### config.mk
export PLATFORM = sky130hd
export DESIGN_NAME = irq_priority_ctrl_flat
export DESIGN_NICKNAME = d
export VERILOG_FILES = /design/src/rtl/irq_priority_ctrl_if.sv /design/src/rtl/irq_priority_ctrl.sv /design/src/flat_wrapper.sv
export SDC_FILE = /design/constraint.sdc
export NUM_CORES = 1
export LEC_CHECK = 0
export BUFFER_PORTS_ARGS = -buffer_cell sky130_fd_sc_hd__buf_2
export CAP_MARGIN = 5
export CORE_MARGIN = 1
export CORE_UTILIZATION = 30
export DETAILED_ROUTE_END_ITERATION = 10
export MAX_ROUTING_LAYER = met4
export PLACE_DENSITY_LB_ADDON = 0.12
export RECOVER_POWER = 25
export SLEW_MARGIN = 25
export SYNTH_ARGS = -nofsm -noshare
export SYNTH_HDL_FRONTEND = slang
export SYNTH_SLANG_ARGS = --single-unit
### constraint.sdc
create_clock -name clk -period 1.4 [get_ports clk]
set_input_delay 0.14 -clock clk [delete_from_list [all_inputs] [get_ports clk]]
set_output_delay 0.14 -clock clk [all_outputs]
set_load 0.005 [all_outputs]
### src/rtl/irq_priority_ctrl_if.sv
// Bus between the interrupt controller and its environment: request lines, mask port
// and the request/acknowledge/end-of-interrupt handshake with the consumer.
interface irq_priority_ctrl_if #(
  parameter int NUM_IRQ = 8
);
  localparam int VEC_W = $clog2(NUM_IRQ + 1);

  logic [NUM_IRQ-1:0] irq;
  logic               mask_wr;
  logic [NUM_IRQ-1:0] mask_wdata;
  logic [NUM_IRQ-1:0] mask_q;
  logic [NUM_IRQ-1:0] pending;
  logic [NUM_IRQ-1:0] in_service;
  logic               int_req;
  logic [VEC_W-1:0]   int_vec;
  logic               int_ack;
  logic               eoi;

  modport master (
    output irq, mask_wr, mask_wdata, int_ack, eoi,
    input  mask_q, pending, in_service, int_req, int_vec
  );

  modport slave (
    input  irq, mask_wr, mask_wdata, int_ack, eoi,
    output mask_q, pending, in_service, int_req, int_vec
  );
endinterface

### src/rtl/irq_priority_ctrl.sv
// Edge-latching, maskable, fixed-priority interrupt controller with a single-consumer
// request/ack/eoi handshake. Bit NUM_IRQ-1 is the highest priority; vector = index+1.
module irq_priority_ctrl #(
  parameter int NUM_IRQ = 8
) (
  input  logic             clk,
  input  logic             rst,
  irq_priority_ctrl_if.slave bus
);
  localparam int VEC_W = $clog2(NUM_IRQ + 1);

  typedef enum logic [1:0] {IDLE, REQ, SERV} state_t;

  state_t             state, state_n;
  logic [NUM_IRQ-1:0] irq_d, pending_r, mask_r, in_service_r, in_service_n;
  logic [NUM_IRQ-1:0] rise, eligible, ack_clr, vec_onehot;
  logic [VEC_W-1:0]   vec_r, vec_n, enc_vec;

  assign rise     = bus.irq & ~irq_d;
  assign eligible = pending_r & ~mask_r;

  // Ascending scan so the highest eligible index is the one left standing.
  always_comb begin
    enc_vec = '0;
    for (int i = 0; i < NUM_IRQ; i++) begin
      if (eligible[i]) enc_vec = VEC_W'(i + 1);
    end
  end

  always_comb begin
    vec_onehot = '0;
    for (int i = 0; i < NUM_IRQ; i++) begin
      vec_onehot[i] = (vec_r == VEC_W'(i + 1));
    end
  end

  always_comb begin
    state_n      = state;
    vec_n        = vec_r;
    in_service_n = in_service_r;
    ack_clr      = '0;
    case (state)
      IDLE: begin
        if (eligible != '0) begin
          state_n = REQ;
          vec_n   = enc_vec;
        end
      end
      REQ: begin
        // The vector already presented to the consumer is what gets serviced.
        if (bus.int_ack) begin
          state_n      = SERV;
          in_service_n = vec_onehot;
          ack_clr      = vec_onehot;
        end else if (eligible == '0) begin
          state_n = IDLE;
          vec_n   = '0;
        end else begin
          vec_n = enc_vec;
        end
      end
      SERV: begin
        if (bus.eoi) begin
          state_n      = IDLE;
          in_service_n = '0;
          vec_n        = '0;
        end
      end
      default: begin
        state_n      = IDLE;
        in_service_n = '0;
        vec_n        = '0;
      end
    endcase
  end

  // A fresh edge on the source being acknowledged re-arms it: set beats clear.
  always_ff @(posedge clk or posedge rst) begin
    if (rst) begin
      state        <= IDLE;
      vec_r        <= '0;
      in_service_r <= '0;
      irq_d        <= '0;
      pending_r    <= '0;
      mask_r       <= '1;
    end else begin
      state        <= state_n;
      vec_r        <= vec_n;
      in_service_r <= in_service_n;
      irq_d        <= bus.irq;
      pending_r    <= (pending_r & ~ack_clr) | rise;
      if (bus.mask_wr) mask_r <= bus.mask_wdata;
    end
  end

  assign bus.mask_q     = mask_r;
  assign bus.pending    = pending_r;
  assign bus.in_service = in_service_r;
  assign bus.int_req    = (state == REQ);
  assign bus.int_vec    = vec_r;
endmodule

### src/flat_wrapper.sv
// flat-port wrapper written by rule: the top's interface ports become plain ports
module irq_priority_ctrl_flat 
#(
  parameter int NUM_IRQ = 8
)
  (clk, rst, bus_irq, bus_mask_wr, bus_mask_wdata, bus_int_ack, bus_eoi, bus_mask_q, bus_pending, bus_in_service, bus_int_req, bus_int_vec);
  irq_priority_ctrl_if #(.NUM_IRQ(NUM_IRQ)) bus_i ();
  input  logic clk;
  input  logic rst;
  input wire logic [$bits(bus_i.irq)-1:0] bus_irq;
  input wire logic [$bits(bus_i.mask_wr)-1:0] bus_mask_wr;
  input wire logic [$bits(bus_i.mask_wdata)-1:0] bus_mask_wdata;
  input wire logic [$bits(bus_i.int_ack)-1:0] bus_int_ack;
  input wire logic [$bits(bus_i.eoi)-1:0] bus_eoi;
  output wire logic [$bits(bus_i.mask_q)-1:0] bus_mask_q;
  output wire logic [$bits(bus_i.pending)-1:0] bus_pending;
  output wire logic [$bits(bus_i.in_service)-1:0] bus_in_service;
  output wire logic [$bits(bus_i.int_req)-1:0] bus_int_req;
  output wire logic [$bits(bus_i.int_vec)-1:0] bus_int_vec;
  assign bus_i.irq = bus_irq;
  assign bus_i.mask_wr = bus_mask_wr;
  assign bus_i.mask_wdata = bus_mask_wdata;
  assign bus_i.int_ack = bus_int_ack;
  assign bus_i.eoi = bus_eoi;
  assign bus_mask_q = bus_i.mask_q;
  assign bus_pending = bus_i.pending;
  assign bus_in_service = bus_i.in_service;
  assign bus_int_req = bus_i.int_req;
  assign bus_int_vec = bus_i.int_vec;
  irq_priority_ctrl #(.NUM_IRQ(NUM_IRQ)) u_core (.clk(clk), .rst(rst), .bus(bus_i));
endmodule
[Yosys cells after proc, flatten, opt, wreduce, memory -nomap -nowiden]
Cells that the tools add are included.
Cells by class
  equality and inequality tests: 15
  multiplexer cells: 23
  bitwise logic cells: 8
  reduce and logical (&&, ||, !) cells: 6
Operators with widths (count)
  $mux 8: 4
  $and 8x8->8: 3
  $not 8->8: 3
  $pmux 8 s3: 1
  $mux 4: 5
  $eq 4x3->1 const B: 4
  $mux 2: 6
  $mux 3: 4
  $pmux 4 s3: 1
  $reduce_and 3->1: 3
  $eq 4x2->1 const B: 2
  $logic_not 8->1: 1
  $or 8x8->8: 1
  $reduce_bool 8->1: 1
  $ne 2x2->1 const B: 3
  $pmux 2 s3: 1
  $eq 4x1->1 const B: 1
  $eq 4x4->1 const B: 1
  $ne 3x2->1 const B: 1
  $eq 2x1->1 const B: 1
  $eq 2x2->1 const B: 1
  $logic_not 2->1: 1
  $ne 2x1->1 const B: 1
  $mux 1: 1
  $not 1->1: 1
Storage, ports and cells
  bits in registers: 38
  bits of input ports: 21
  output and inout bits: 29
  logic and storage cells: 58

[Longest topological paths before layout]
  word-level depth: 13
  depth in mapped cells: 4
  gate-level depth less buffers: 4

[Worst setup path after synthesis]
No wires, ideal clock.
  kind: register to register
  from: register u_core.mask_r[3], in the netlist u_core.bus.mask_q[3]
  to: register u_core.vec_r[0], in the netlist u_core.bus.int_vec[0]
  setup time: 0.140 ns
  data arrival time: 1.248 ns
  data required time: 1.260 ns
  setup slack: 0.011 ns
  cell stages (with the launch flop): 5
  buffers on the path: 0
  period minus slack after synthesis: 1.389 ns
  cell sequence: dfstp_2 > nor2b_4 > nor4_4 > and2_4 > o311ai_2
On the way
  word-level cells in the longest chain between the ends: 10
  elaborated cells on any way between the ends: 15
  classes of those cells: eq/ne (1); mux (9); bitwise (2); reduce/logical (3)
RTL lines
  from (decl): RTL line irq_priority_ctrl.sv:15  | logic [NUM_IRQ-1:0] irq_d, pending_r, mask_r, in_service_r, in_service_n;
  from (signal assigned): RTL line irq_priority_ctrl.sv:92  | if (bus.mask_wr) mask_r <= bus.mask_wdata;
  $not 8->8 (*): RTL line irq_priority_ctrl.sv:20  | assign eligible = pending_r & ~mask_r;
  $and 8x8->8 (*): RTL line irq_priority_ctrl.sv:20
  $mux 3 (4 in series): RTL line irq_priority_ctrl.sv:26  | if (eligible[i]) enc_vec = VEC_W'(i + 1);
  $mux 4: RTL line irq_priority_ctrl.sv:26
  $mux 4: RTL line irq_priority_ctrl.sv:55  | end else if (eligible == '0) begin
  $mux 4: RTL line irq_priority_ctrl.sv:51  | if (bus.int_ack) begin
  $pmux 4 s3: RTL line irq_priority_ctrl.sv:42  | case (state)
  to (signal assigned): RTL line irq_priority_ctrl.sv:88  | vec_r <= vec_n;
  to (decl): RTL line irq_priority_ctrl.sv:17  | logic [VEC_W-1:0] vec_r, vec_n, enc_vec;
Every way passes the cells marked *; elsewhere a longest branch is shown, timed or not. The select of a mux whose other input is x is not followed.
A chain may end at the register's enable or synchronous reset.

[Final worst setup path]
  from: register u_core.state[1]
  to: register u_core.pending_r[2], in the netlist u_core.bus.pending[2]
On the way
  word-level cells in the longest chain between the ends: 5
RTL lines
  from (decl): RTL line irq_priority_ctrl.sv:14  | state_t state, state_n;
  from (signal assigned): RTL line irq_priority_ctrl.sv:87  | state <= state_n;
  $eq 2x1->1: RTL line irq_priority_ctrl.sv:42
  $mux 8: RTL line irq_priority_ctrl.sv:42
  $not 8->8: RTL line irq_priority_ctrl.sv:91  | pending_r <= (pending_r & ~ack_clr) | rise;
  $and 8x8->8: RTL line irq_priority_ctrl.sv:91
  $or 8x8->8: RTL line irq_priority_ctrl.sv:91
  to (signal assigned): RTL line irq_priority_ctrl.sv:91
  to (decl): RTL line irq_priority_ctrl.sv:15
No other way between the ends.

==> metrics.yaml <==
outcome:
  status: "completed"
sta:
  rsz0062_at_grt: "true"
  fmax_ghz: 0.7322
  hold_violations: 0
  tns_ps: 0
  hold_slack_ps: 87.93
  skew_ps: 3.391
  drv_slew: 0
  setup_ws_ps: 34.17
  timing.final.setup_violations: 0
  tightest_slew_ps: 831.9
  min_period_ps: 1366
  slew_headroom: 0.4454
  fin_crit_sh: 0.9756
global_route:
  antenna_found_initial: 0
  grt-ovfl-total: 0
  grt_pass1_wl_mm: 6.348
  grt_max_degree: 39
  track_usage: 0.1587
  grt_pass1_vias: 1293
layout:
  fin_nets: 234
  syn_to_final_growth_pct: 38.08
  antenna_cells: 0
  regArea_um2: 962.2
  multi_input_area_um2: 621.8
  fill_cells: 488
  drive_gt1_frac: 0.4299
  stdcell_area_mm2: 0.002246
clocking:
  clock_latency_ps: 290
  cts_buffer_depth: 2
  htree_levels: 2
  cts_root_buffer: "clkbuf_8"
  clkTransAtPathRegs_ps: 80
  cts_buffers: 5
  cts_sinks: 38
  tritoncts: "built"
worst_setup_path:
  ff2ff_setup_slack_ps: 30
  r2r_cells: 4
  slowest_delay_ps: 430
  cp_slowest_cell: "dfrtp_1"
  cp-end-kind: "flip-flop"
  arrival_ps: 1520
  crit_type: "reg2reg"
  r2r-end: "u_core.bus.pending[2]$_DFF_PP0_"
  crit_required_ps: 1560
  rr_startpoint: "u_core.state[1]$_DFFE_PP0P_"
  critPathTopFamily: "simple AND/OR/NAND/NOR gates"
  cp_cell_sequence: "and3b_1, nand2_1, nor3_2, o22ai_1"
  path_max_fanout: 6
  worst-path-buf-inv: 0
  cp-start-kind: "flip-flop"
pwr:
  leakagePower_nw: 1.160
  swShare: 0.3283
  power.density_mw_per_mm2: 1601
  power_frac_comb: 0.308
  pwr-share-clk: 0.254
  power_switching_mw: 1.181
  intPower_mw: 2.416
  p_seq_frac: 0.438
  ir_worst_vdd_v: 0.0005675
route:
  via_per_inst: 4.637
  route.detailed.drc: 0
  wl_per_cell_um: 13.71
  first_pass_iters: 4
  drt_wl_total_mm: 3.893
  dr.first_iter.drc_count: 49
  antenna_left: 0
  vias: 1317
die:
  rows: 26
  die_h_um: 75.64
  initial_core_util: 0.3145
  ioPinCount: 50
  coreArea_mm2: 0.005172
  die_w_um: 75.64
  die_area_mm2: 0.005721
min_path:
  holdPathEnd: "u_core.bus.mask_q[4]$_DFFE_PP1P_"
  hp-class: "in2reg"
  min_path_cells: 2
  hold_start: "bus_mask_wdata[4]"
synthesis:
  synth_edf_count: 0
  synthesis.area_mm2: 0.001627
  synth_seq_cells: 38
  synth_seq_area_share: 0.5908
  syn-num-nets: 160
  async_flop_share: 1.000
  syn-mean-instance-area_um2: 11.70
  synth_top_cell_by_area: "dfrtp_1"
  synth_ff_type: "dfrtp_1"
  synth_top_area_frac: 0.4615
  yosysWarnings: 0
  synth.distinct_cells: 33
  syn_inst: 139
  synth.area.top_cells: "dfrtp_1 (46%), dfstp_2 (13%), mux2_2 (5.5%), inv_1 (3.5%), nand2_1 (3.5%)"
placement:
  post-place-ws_ps: -22.57
  placedInstanceArea_mm2: 0.002019
  io_buffer_count: 49
  hpwl_mm: 2.916
  gp_congestion: 0.7873
job:
  drv_cap: 0
-- power groups by stage --
stage / Combinational [mW] / Clock [mW] / Sequential (mW)
3_3_place_gp: 1.05 / 0 / 1.58
4_1_cts: 1.11 / 0.938 / 1.57
3_5_place_dp: 1.08 / 0 / 1.59
2_1_floorplan: 0.570 / 0 / 1.56
6_report: 1.11 / 0.914 / 1.57
5_1_grt: 1.24 / 0.985 / 1.62
-- logic make-up (layout without fill, tap and decap cells) --
group / count (synthesis) / in the layout / synth area share
simple gates: 53 / 53 / 0.2092
compound gates: 23 / 23 / 0.1054
mux: 8 / 8 / 0.05539
buf+inv: 17 / 92 / 0.03922
flops: 38 / 38 / 0.5908
-- stage by stage --
step | util | total power [mW] | instances
3_3_place_gp | 0.3904 | 2.634 | 265
3_5_place_dp | 0.3904 | 2.670 | 265
5_1_grt | 0.4342 | 3.844 | 284
2_1_floorplan | - | 2.134 | 139
6_report | 0.4342 | 3.596 | 284
4_1_cts | 0.4301 | 3.621 | 282
-- worst register-to-register path, delay by kind of cell, from the launching register on --
kind	cells	cell delay (ps)
flip-flops	1	430
AO/OA/AOI/OAI	1	130
AND/OR/NAND/NOR	3	670
-- cell usage after synthesis (2+ instances only) --
| cell type | number |
|---|---|
| inv_1 | 15 |
| a22o_1 | 2 |
| nor2b_1 | 6 |
| dfrtp_1 | 30 |
| nand2_1 | 15 |
| nor2b_4 | 2 |
| o21ai_1 | 2 |
| dfstp_2 | 8 |
| nand3_1 | 4 |
| mux2_2 | 8 |
| nand2b_1 | 5 |
| a21o_1 | 6 |
| nand4_1 | 6 |
| o21ai_0 | 3 |
| nor2_1 | 6 |
| o22ai_1 | 4 |
-- metal layers --
layer	wire (µm)	track usage
met1	1833	0.2169
met2	1833	0.2272
met3	174	0.04497
met4	53	0.05144
met5	0	-
-- sequential cells by signal, indices dropped and copies added (netlist names) --
register,flops
u_core.bus.in_service,8
u_core.bus.mask_q,8
u_core.irq_d,8
u_core.bus.int_vec,4
u_core.state,2
u_core.bus.pending,8
-- timing repair --
action                                  4_1_cts  5_1_grt
gates cloned                                  0        0
hold buffers                                  9        0
endpoints found under the setup margin        1       11
hold endpoints to repair                     38        0
buffers inserted                              0        2
resized for setup                             1        5
pin swaps                                     1        5
-- how the worst max path moves through the flow --
stage	cells after the start	end	from	slack, ps
2_1_floorplan	4	u_core.bus.int_vec[0]$_DFFE_PP0P_	u_core.bus.mask_q[3]$_DFFE_PP1P_	10
4_1_cts	4	u_core.bus.int_vec[0]$_DFFE_PP0P_	u_core.bus.mask_q[2]$_DFFE_PP1P_	10
3_5_place_dp	4	u_core.bus.int_vec[0]$_DFFE_PP0P_	u_core.bus.mask_q[2]$_DFFE_PP1P_	-20
5_1_grt	4	u_core.bus.pending[0]$_DFF_PP0_	u_core.state[1]$_DFFE_PP0P_	-40
6_report	4	u_core.bus.pending[2]$_DFF_PP0_	u_core.state[1]$_DFFE_PP0P_	30
3_3_place_gp	4	u_core.bus.int_vec[0]$_DFFE_PP0P_	u_core.bus.mask_q[2]$_DFFE_PP1P_	50
-- cell usage in the layout (no fill, tap or decap), types with 2 or more instances in the layout --
cell            n
nand4_1         6
o22ai_1         4
nand2_1        15
nand3_1         4
clkinv_2        2
clkbuf_8        5
nor2b_2         2
dfstp_2         7
a21o_1          6
nor2b_4         2
dfrtp_1        29
inv_1          15
a22o_1          2
buf_4          10
mux2_2          8
nor2_1          6
dlygate4sd3_1   9
clkbuf_1        5
nand2b_1        4
nor2b_1         4
buf_2          45
o21ai_0         3
o21ai_1         2
-- cell type report --
| class | instances | area share |
|---|---|---|
| clock inverter | 3 | 0.01783 |
| inverter | 15 | 0.02507 |
| timing repair buffer | 69 | 0.1822 |
| tap | 70 | 0.03900 |
| sequential | 38 | 0.4284 |
| multi-input combinational | 84 | 0.2769 |
| clock buffer | 5 | 0.03064 |
Power figures use the tool's default switching activity.
